<file path="src/rtl/uart_rx_frame.sv">
// UART 8N1 receive framer: synchronizes rx, detects the start edge, enables the
// external baud counter and assembles the frame LSB first on each mid-bit pulse.
module uart_rx_frame #(
    parameter int DATA_BITS = 8
) (
    input  logic                 clk,
    input  logic                 rst_n,
    input  logic                 rx,
    input  logic                 bps_sig,
    output logic                 cnt_start,
    output logic [DATA_BITS-1:0] rx_data,
    output logic                 rx_valid,
    output logic                 frame_err,
    output logic                 busy
);

    localparam int CNT_W = $clog2(DATA_BITS) + 1;

    typedef enum logic [1:0] {
        IDLE  = 2'd0,
        START = 2'd1,
        DATA  = 2'd2,
        STOP  = 2'd3
    } state_t;

    state_t state, state_nx;

    logic rx_m, rx_s, rx_s_d;
    logic start_edge;

    logic [CNT_W-1:0]     bit_cnt, bit_cnt_nx;
    logic [DATA_BITS-1:0] shift, shift_nx;
    logic [DATA_BITS-1:0] rx_data_nx;
    logic                 cnt_start_nx;
    logic                 rx_valid_nx;
    logic                 frame_err_nx;
    logic                 busy_nx;

    // Synchronizer and edge flop idle high so reset release never looks like a start edge
    always_ff @(posedge clk or negedge rst_n) begin
        if (!rst_n) begin
            rx_m   <= 1'b1;
            rx_s   <= 1'b1;
            rx_s_d <= 1'b1;
        end else begin
            rx_m   <= rx;
            rx_s   <= rx_m;
            rx_s_d <= rx_s;
        end
    end

    assign start_edge = rx_s_d & ~rx_s;

    always_comb begin
        state_nx     = state;
        bit_cnt_nx   = bit_cnt;
        shift_nx     = shift;
        rx_data_nx   = rx_data;
        cnt_start_nx = cnt_start;
        rx_valid_nx  = 1'b0;
        frame_err_nx = 1'b0;

        case (state)
            IDLE: begin
                if (start_edge) begin
                    state_nx     = START;
                    cnt_start_nx = 1'b1;
                end
            end
            START: begin
                if (bps_sig) begin
                    if (!rx_s) begin
                        state_nx   = DATA;
                        bit_cnt_nx = '0;
                    end else begin
                        state_nx     = IDLE;
                        cnt_start_nx = 1'b0;
                    end
                end
            end
            DATA: begin
                if (bps_sig) begin
                    shift_nx   = {rx_s, shift[DATA_BITS-1:1]};
                    bit_cnt_nx = bit_cnt + 1'b1;
                    if (bit_cnt == CNT_W'(DATA_BITS - 1)) begin
                        state_nx = STOP;
                    end
                end
            end
            STOP: begin
                // Leaving at mid-stop-bit keeps a start edge at the stop-bit end catchable
                if (bps_sig) begin
                    if (rx_s) begin
                        rx_data_nx  = shift;
                        rx_valid_nx = 1'b1;
                    end else begin
                        frame_err_nx = 1'b1;
                    end
                    state_nx     = IDLE;
                    cnt_start_nx = 1'b0;
                end
            end
            default: begin
                state_nx     = IDLE;
                cnt_start_nx = 1'b0;
            end
        endcase

        busy_nx = (state_nx != IDLE);
    end

    always_ff @(posedge clk or negedge rst_n) begin
        if (!rst_n) begin
            state     <= IDLE;
            bit_cnt   <= '0;
            rx_data   <= '0;
            cnt_start <= 1'b0;
            rx_valid  <= 1'b0;
            frame_err <= 1'b0;
            busy      <= 1'b0;
        end else begin
            state     <= state_nx;
            bit_cnt   <= bit_cnt_nx;
            rx_data   <= rx_data_nx;
            cnt_start <= cnt_start_nx;
            rx_valid  <= rx_valid_nx;
            frame_err <= frame_err_nx;
            busy      <= busy_nx;
        end
    end

    // Shift register is pure datapath; its contents only matter after DATA_BITS samples
    always_ff @(posedge clk) begin
        shift <= shift_nx;
    end

endmodule
</file>
<file path="config.mk">
export PLATFORM = sky130hd
export DESIGN_NAME = uart_rx_frame
export DESIGN_NICKNAME = d
export VERILOG_FILES = /design/src/rtl/uart_rx_frame.sv
export SDC_FILE = /design/constraint.sdc
export NUM_CORES = 1
export LEC_CHECK = 0
export ABC_AREA = 1
export CORE_MARGIN = 10
export CORE_UTILIZATION = 35
export CTS_CLUSTER_DIAMETER = 60
export DETAILED_ROUTE_END_ITERATION = 10
export PLACE_DENSITY = 0.52
export SYNTH_ARGS = -nofsm -noshare
export SYNTH_HDL_FRONTEND = slang
export SYNTH_SLANG_ARGS = --single-unit
export TNS_END_PERCENT = 50
</file>
<file path="constraint.sdc">
create_clock -name clk -period 1.6 [get_ports clk]
set_input_delay 0.32 -clock clk [delete_from_list [all_inputs] [get_ports clk]]
set_output_delay 0.32 -clock clk [all_outputs]
set_load 0.01 [all_outputs]
</file>
# Yosys cells after proc, flatten, opt, wreduce, memory -nomap -nowiden

Index checks and enable logic that the tools add are counted.

Register bits: 29
Bits of input ports: 4
Output and inout port bits: 12
Word-level logic and storage cells: 54

$add $sub $neg: 1
Eq/ne operators: 10
Mux-type cells: 22
Bitwise gates (word level): 2
Reductions and logical operators: 8

Operator list:

| operator                                                              | count |
|---|---|
| 2-bit two-way mux                                                     | 6 |
| 4-bit two-way mux                                                     | 3 |
| 2-bit != test, second input constant                                  | 6 |
| 1-bit two-way mux                                                     | 10 |
| 2-bit one-hot mux with 4 select lines                                 | 1 |
| 4-bit one-hot mux with 2 select lines                                 | 1 |
| 5-bit AND reduction                                                   | 1 |
| 4-bit by 1-bit adder with 4-bit output, second input constant         | 1 |
| 2-bit equality test, second input constant                            | 2 |
| 4-bit by 3-bit equality test with 1-bit output, second input constant | 1 |
| 4-bit AND reduction                                                   | 1 |
| 2-bit nonzero test                                                    | 2 |
| 1-bit one-hot mux with 3 select lines                                 | 1 |
| 3-bit AND reduction                                                   | 1 |
| 3-bit nonzero test                                                    | 1 |
| 2-bit by 1-bit equality test with 1-bit output, second input constant | 1 |
| 2-bit logical NOT                                                     | 1 |
| 2-bit AND reduction                                                   | 1 |
| 1-bit bitwise AND                                                     | 1 |
| 1-bit inverter                                                        | 1 |

# Logic depth before layout (Yosys ltp)

Gate-level depths: netlist of the first run.

Depth in word-level cells: 5
Mapped depth: 7
Gate-level depth less buffers: 7

# Worst setup path after synthesis of the first run

Ideal clock, no wire load.

Path kind: reg-to-reg
Start point: reg state[0]
End point: reg shift[0], enable pin
Setup time: 0.328 ns
Data arrival time: 0.882 ns
Required time: 1.272 ns
Setup slack: 0.390 ns
Stages on the path, launching flop included: 4
Path buffers: 0
Clock period less this slack: 1.210 ns
Cells stage by stage: dfrtp_1 > inv_1 > nand3_2 > inv_1

Longest elaborated chain between the ends: 2

Ends and longest elaborated chain:

| item                          | line | text |
|---|---|---|
| start: declaration            | 26   | `state_t state, state_nx;` |
| start signal: assignment      | 122  | `state <= state_nx;` |
| 2-bit equality test           | 63   | `case (state)` |
| 2-bit AND reduction (no line) | -    |  |
| end signal: assignment        | 134  | `shift <= shift_nx;` |
| end: declaration              | 32   | `logic [DATA_BITS-1:0] shift, shift_nx;` |

No other way between the ends.
A chain may end at the register's enable or synchronous reset.

# Worst setup path in the final report of the first run

Start point: reg rx_data[7]
End point: out rx_data[7]

RTL lines:

| item                     | line | text |
|---|---|---|
| start: declaration       | 11   | `output logic [DATA_BITS-1:0] rx_data,` |
| start signal: assignment | 124  | `rx_data <= rx_data_nx;` |

No word-level cell between the ends.

==> results of run 1 <==
-- stage by stage --
step | area [sq um] | worst slack (ns) | utilization (%) | cells
floorplan | 1100 | 0.390 | - | 97
global placement | 1360 | 0.0755 | 44.9 | 161
detailed placement | 1360 | 0.0703 | 44.9 | 161
CTS | 1440 | 0.00993 | 47.4 | 169
global route | 1450 | 0.00594 | 47.8 | 169
finish | 1450 | 0.0693 | 47.8 | 169
-- logic make-up after synthesis --
kind of cell / synth area share [%]
DFF: 69.7
adders and majority gates: 1.13
muxes: 0.907
and+or+nand+nor: 21.9
buffers and inverters: 1.70
AOI/OAI and AO/OA: 4.65
-- layer usage --
| layer | routed length (um) | share of wire (%) | GRT usage [%] |
|---|---|---|---|
| met1 | 910 | 44 | 8.48 |
| met2 | 947 | 46 | 11.3 |
| met3 | 155 | 7.4 | 4.83 |
| met4 | 68 | 3.3 | 4.65 |
| met5 | 0 | 0 | 0 |
-- power by group --
group | internal [mW] | switching [mW]
sequential | 0.973 | 0.128
combinational | 0.333 | 0.319
clock | 0.327 | 0.252
-- cells in the final DEF, fill, tap and decap left out --
cell type,Yosys,layout
nand4_1,1,1
mux2i_1,1,1
ha_1,1,1
buf_12,0,1
inv_2,1,1
nand3_1,3,3
nor2_2,2,2
clkbuf_1,0,1
bufinv_16,0,1
nand3_2,1,1
clkbuf_4,0,5
dlymetal6s2s_1,0,5
nand2_1,33,33
nor2_8,1,1
inv_1,3,3
nor2_1,6,6
a31oi_1,1,1
clkinv_2,0,1
clkdlybuf4s50_1,0,10
nand2_2,2,2
dfstp_2,3,3
nand2_4,1,1
edfxtp_1,8,8
dfrtp_1,18,18
clkinv_1,1,1
nor3b_1,1,1
o21ai_0,9,9
buf_4,0,4
-- what timing repair did --
| action | CTS | global route |
|---|---|---|
| endpoints found under the hold margin | 0 | 0 |
| resized for setup | 0 | 5 |
| setup buffers | 0 | 0 |
| setup endpoints to repair | 0 | 5 |
-- layout make-up --
cell class	instances	area [sq um]
Sequential cell	29	769
Tap cell	44	55.1
Clock inverter	2	35.0
Fill cell	297	1580
Multi-Input combinational cell	63	315
Clock buffer	6	41.3
Inverter	5	18.8
Timing Repair Buffer	20	213
-- path summary, 6_finish.rpt --
path                             from    endpoint  slack [ns]  depth (start not counted)
min                             rst_n   frame_err        0.22                          1
max in group asynchronous       rst_n    state[1]        0.87                          2
max                        rx_data[7]  rx_data[7]        0.07                          1
min reg2reg                      rx_m        rx_s        0.36                          0
max reg2reg                  state[0]    shift[0]        0.39                          4
min in group clk                 rx_m        rx_s        0.36                          0
-- sequential cells by signal, indices dropped and copies added (netlist names) --
name,flops
cnt_start,1
busy,1
rx_valid,1
rx_m,1
rx_data,8
rx_s_d,1
state,2
bit_cnt,4
rx_s,1
frame_err,1
shift,8
==> metrics.cfg, run 1 <==
[timing]
min_period_over_period_pct = 95.7
max_freq_mhz = 653
maxSlewHeadroom_pct = 79.4
rsz0062_at_grt = no
max_slew.worst_pin.slew_ns = 0.309
setup_viol = 0
setup-tns-final_ns = 0
drv_slew = 0
hold_slack_ns = 0.221
finalHoldViolCount = 0
finClkSkew_ns = 0.0134
period_needed_ns = 1.53

[synthesis]
ys_seq_area_share_pct = 69.7
synth_area_sq_um = 1100
synth_nets = 102
synth_top_area_share_pct = 40.8
synth_top_cells_by_area = dfrtp_1 (41%), edfxtp_1 (22%), nand2_1 (11%), dfstp_2 (7.1%), o21ai_0 (4.1%)
synth.most_common_cell = nand2_1
ys_seq_elements = 29
synth_flop_cell = dfrtp_1
synth_top_cells_by_count = nand2_1 (33), dfrtp_1 (18), o21ai_0 (9)
async_flop_share_pct = 72.4
synth_edf_count = 8
syn-mean-instance-area_sq_um = 11.4
ys_types = 20
synth_warnings = 0
synth_top_area_cell = dfrtp_1
syn-instance-count = 97

[floorplanning]
io_pins = 16
rows = 20
die_height_um = 76.2
initial_utilization_pct = 36.4
fp.dieW_um = 76.2
die_area_sq_um = 5800
core_sq_um = 3030

[worst_setup_path]
setup.worst_path.end_class = output port
cp_slowest_stage_delay_ns = 0.54
critPathBufInv = 1
cp_slowest_cell = clkdlybuf4s50_1
crit_arrival_ns = 1.21
path_class = flop to output port
cp-start-kind = flop
path_max_fanout = 2
path_delay_family = buffers and inverters
critPathRequiredTime_ns = 1.28
crit_chain = clkdlybuf4s50_1

[routing]
vias_per_cell = 4.42
vias = 747
ant_nets = 0
wl_um = 2080
drc = 0
firstDrtPassIters = 2
wl_per_cell_um = 12.3
drt_iter0_drc = 33

[clocking]
cts_tree = done
cts_max_level = 2
cts_num_sinks = 29
cts_root_buf = clkbuf_4
clkTransAtPathRegs_ns = 0.09
clockBufferDepth = 2
clock_latency_ns = 0.33
cts_made_buffers = 5
cts_hold_buf = 0

[grt]
grt_pass1_vias = 804
gr-total-overflow = 0
grt_max_degree = 16
antenna_found_initial = 0
grtUsageTotal_pct = 7.81
grt_pass1_wl_um = 3630

[power]
peakVddDrop_v = 0.000848
power-per-cell-area_nw_per_um2 = 1610
finalPower_mw = 2.33
p_leak_nw = 0.728

[cells_and_area]
drive_gt1_share_pct = 18.4
area_growth_pct = 31.2
diodes = 0
nNetsFinal = 129

[placement]
finalWeightedCongestion = 0.778
hpwl_um = 1470
port_buffers = 15

[run_status]
status = complete, no violations

[run]
drv_cap = 0

[hold_path]
min_path_type = input pin to async pin

(Power assumes the default switching activity.)
==> run 2: changes to the inputs <==
- SLEW_MARGIN: default -> 10
==> results of run 2 <==
The final DEF is identical to that of run 1; final timing and power are the same.
==> run 3: changes to the inputs <==
==> constraint.sdc (replaced) <==
create_clock -name clk -period 1.6 [get_ports clk]
set_input_delay 0.24 -clock clk [delete_from_list [all_inputs] [get_ports clk]]
set_output_delay 0.24 -clock clk [all_outputs]
set_load 0.01 [all_outputs]
==> run 3 against run 2 <==
  * Via count increased by 1.1%
  * Critical path depth unchanged
  * Clock power decreased by 30%
  * Combinational power about the same
  * Non-clock buffer count decreased by 2
  * Maximum frequency increased by 3.5%
  * Sequential share of layout area increased by 2.1 points
  * Cell area decreased by 3.8%
  * Total power decreased by 7.2%
  * Register-to-register slack got worse by 0.07 ns
  * Wire length decreased by 4.4%
  * Setup slack improved by 0.051 ns
  * Critical path type unchanged
  * Largest cell class unchanged
  * Largest power group unchanged
==> metrics.cfg, run 3 (synthesis results as in run 1) <==
[clocking]
cts_made_buffers = 5
clkTransAtPathRegs_ns = 0.09
cts_tree = done
clockBufferDepth = 2
cts_root_buf = clkbuf_4
post_cts.repair.setup_buffers = 0
cts-resized-gates = 0
clock_latency_ns = 0.33
cts_hold_buf = 0
cts_max_level = 2
cts_num_sinks = 29

[worst_setup_path]
cp-start-kind = flop
crit_arrival_ns = 1.24
critPathRequiredTime_ns = 1.36
reg2reg_from = rx_s
r2r-end = rx_data[6]
rrSetupSlack_ns = 0.32
path_max_fanout = 2
path_delay_family = buffers and inverters
cp_slowest_stage_delay_ns = 0.55
cp_slowest_cell = clkdlybuf4s50_1
cp.depth = 1
setup.worst_path.end_class = output port
crit_start = rx_data[2]
crit_path_end = rx_data[2]
critPathBufInv = 1
r2r_cells = 3
path_class = flop to output port
crit_chain = clkdlybuf4s50_1

[grt]
gr-total-overflow = 0
antenna_found_initial = 0
grt_pass1_vias = 753
grtUsageTotal_pct = 7.65
grt_pass1_wl_um = 3470
grt_max_degree = 16

[timing]
max_freq_mhz = 676
maxSlewHeadroom_pct = 73.1
finClkSkew_ns = 0.0134
max_slew.worst_pin.slew_ns = 0.403
setup_ws_ns = 0.121
min_period_over_period_pct = 92.5
rsz0062_at_grt = no
drv_slew = 0
setup_viol = 0
period_needed_ns = 1.48
setup-tns-final_ns = 0
finalHoldViolCount = 0

[routing]
drt_iter0_drc = 52
firstDrtPassIters = 4
ant_nets = 0
vias_per_cell = 4.52
drc = 0
wl_per_cell_um = 11.9
wl_um = 1990
vias = 755

[cells_and_area]
nNetsFinal = 127
drive_gt1_share_pct = 15.4
fillCellCount = 278
diodes = 0
area_growth_pct = 26.2
finalInstanceArea_sq_um = 1390
layout_common_cells = nand2_1 (33), dfrtp_1 (18), clkdlybuf4s50_1 (15), o21ai_0 (9), edfxtp_1 (8)
final_common_cell = nand2_1
reg.largest.list = rx_data x8, shift x8, bit_cnt x4

[placement]
placed_area_sq_um = 1340
place_ws_ns = 0.0571
hpwl_um = 1480
finalWeightedCongestion = 0.764
port_buffers = 15

[hold_path]
min_path_type = input pin to async pin

[power]
p_leak_nw = 0.640
finalPower_mw = 2.16
power-per-cell-area_nw_per_um2 = 1550
peakVddDrop_v = 0.000601

[floorplanning]
initial_utilization_pct = 36.4
fp.dieW_um = 76.2
die_height_um = 76.2
io_pins = 16
core_sq_um = 3030
rows = 20
die_area_sq_um = 5800

[run]
drv_cap = 0

[run_status]
status = complete, no violations

-- run 3: cell count changes in the layout (fill, tap and decap cells not counted), sizes merged --
cell,change
bufinv,-1
buf,-2
dlymetal6s2s,-5
clkbuf,+1
clkdlybuf4s50,+5
-- run 3: layer usage --
layer / GRT usage [%] / vias to the layer above / wire (um)
met3: 4.13 / 7 / 136
met2: 10.3 / 17 / 882
met1: 8.71 / 360 / 901
met4: 6.13 / 0 / 69
li1: - / 371 / -
met5: 0 / - / 0
-- run 3: final cells by class --
class                   instances  area (sq um)  share of cell area (%)
clock buffers                   7          45.0                    3.23
clock inverters                 1          3.75                   0.270
inverters                       5          18.8                    1.35
multi-input cells              63           315                    22.6
flip-flops and latches         29           769                    55.3
well taps                      44          55.1                    3.95
repair buffers                 18           185                    13.3
-- run 3: worst min-delay path by stage --
stage               start    endpoint  slack, ns  cells after the start
floorplan           rst_n  bit_cnt[0]      -0.06                      0
global placement     rx_m        rx_s       0.35                      0
detailed placement   rx_m        rx_s       0.35                      0
CTS                 rst_n   frame_err       0.16                      1
global route        rst_n   frame_err       0.17                      1
finish              rst_n   cnt_start       0.17                      1
-- run 3: power by group --
part	total [mW]	switching (mW)	internal, mW
registers	1.11	0.136	0.973
clock network	0.404	0.235	0.168
logic	0.650	0.311	0.339
-- run 3: per-stage QoR --
step           cells  utilization (%)  hold slack, ns
5_1_grt          167             46.0           0.166
3_3_place_gp     159             44.4           0.347
3_5_place_dp     159             44.4           0.348
4_1_cts          167             46.0           0.157
2_1_floorplan     97                -         -0.0556
6_report         167             46.0           0.167
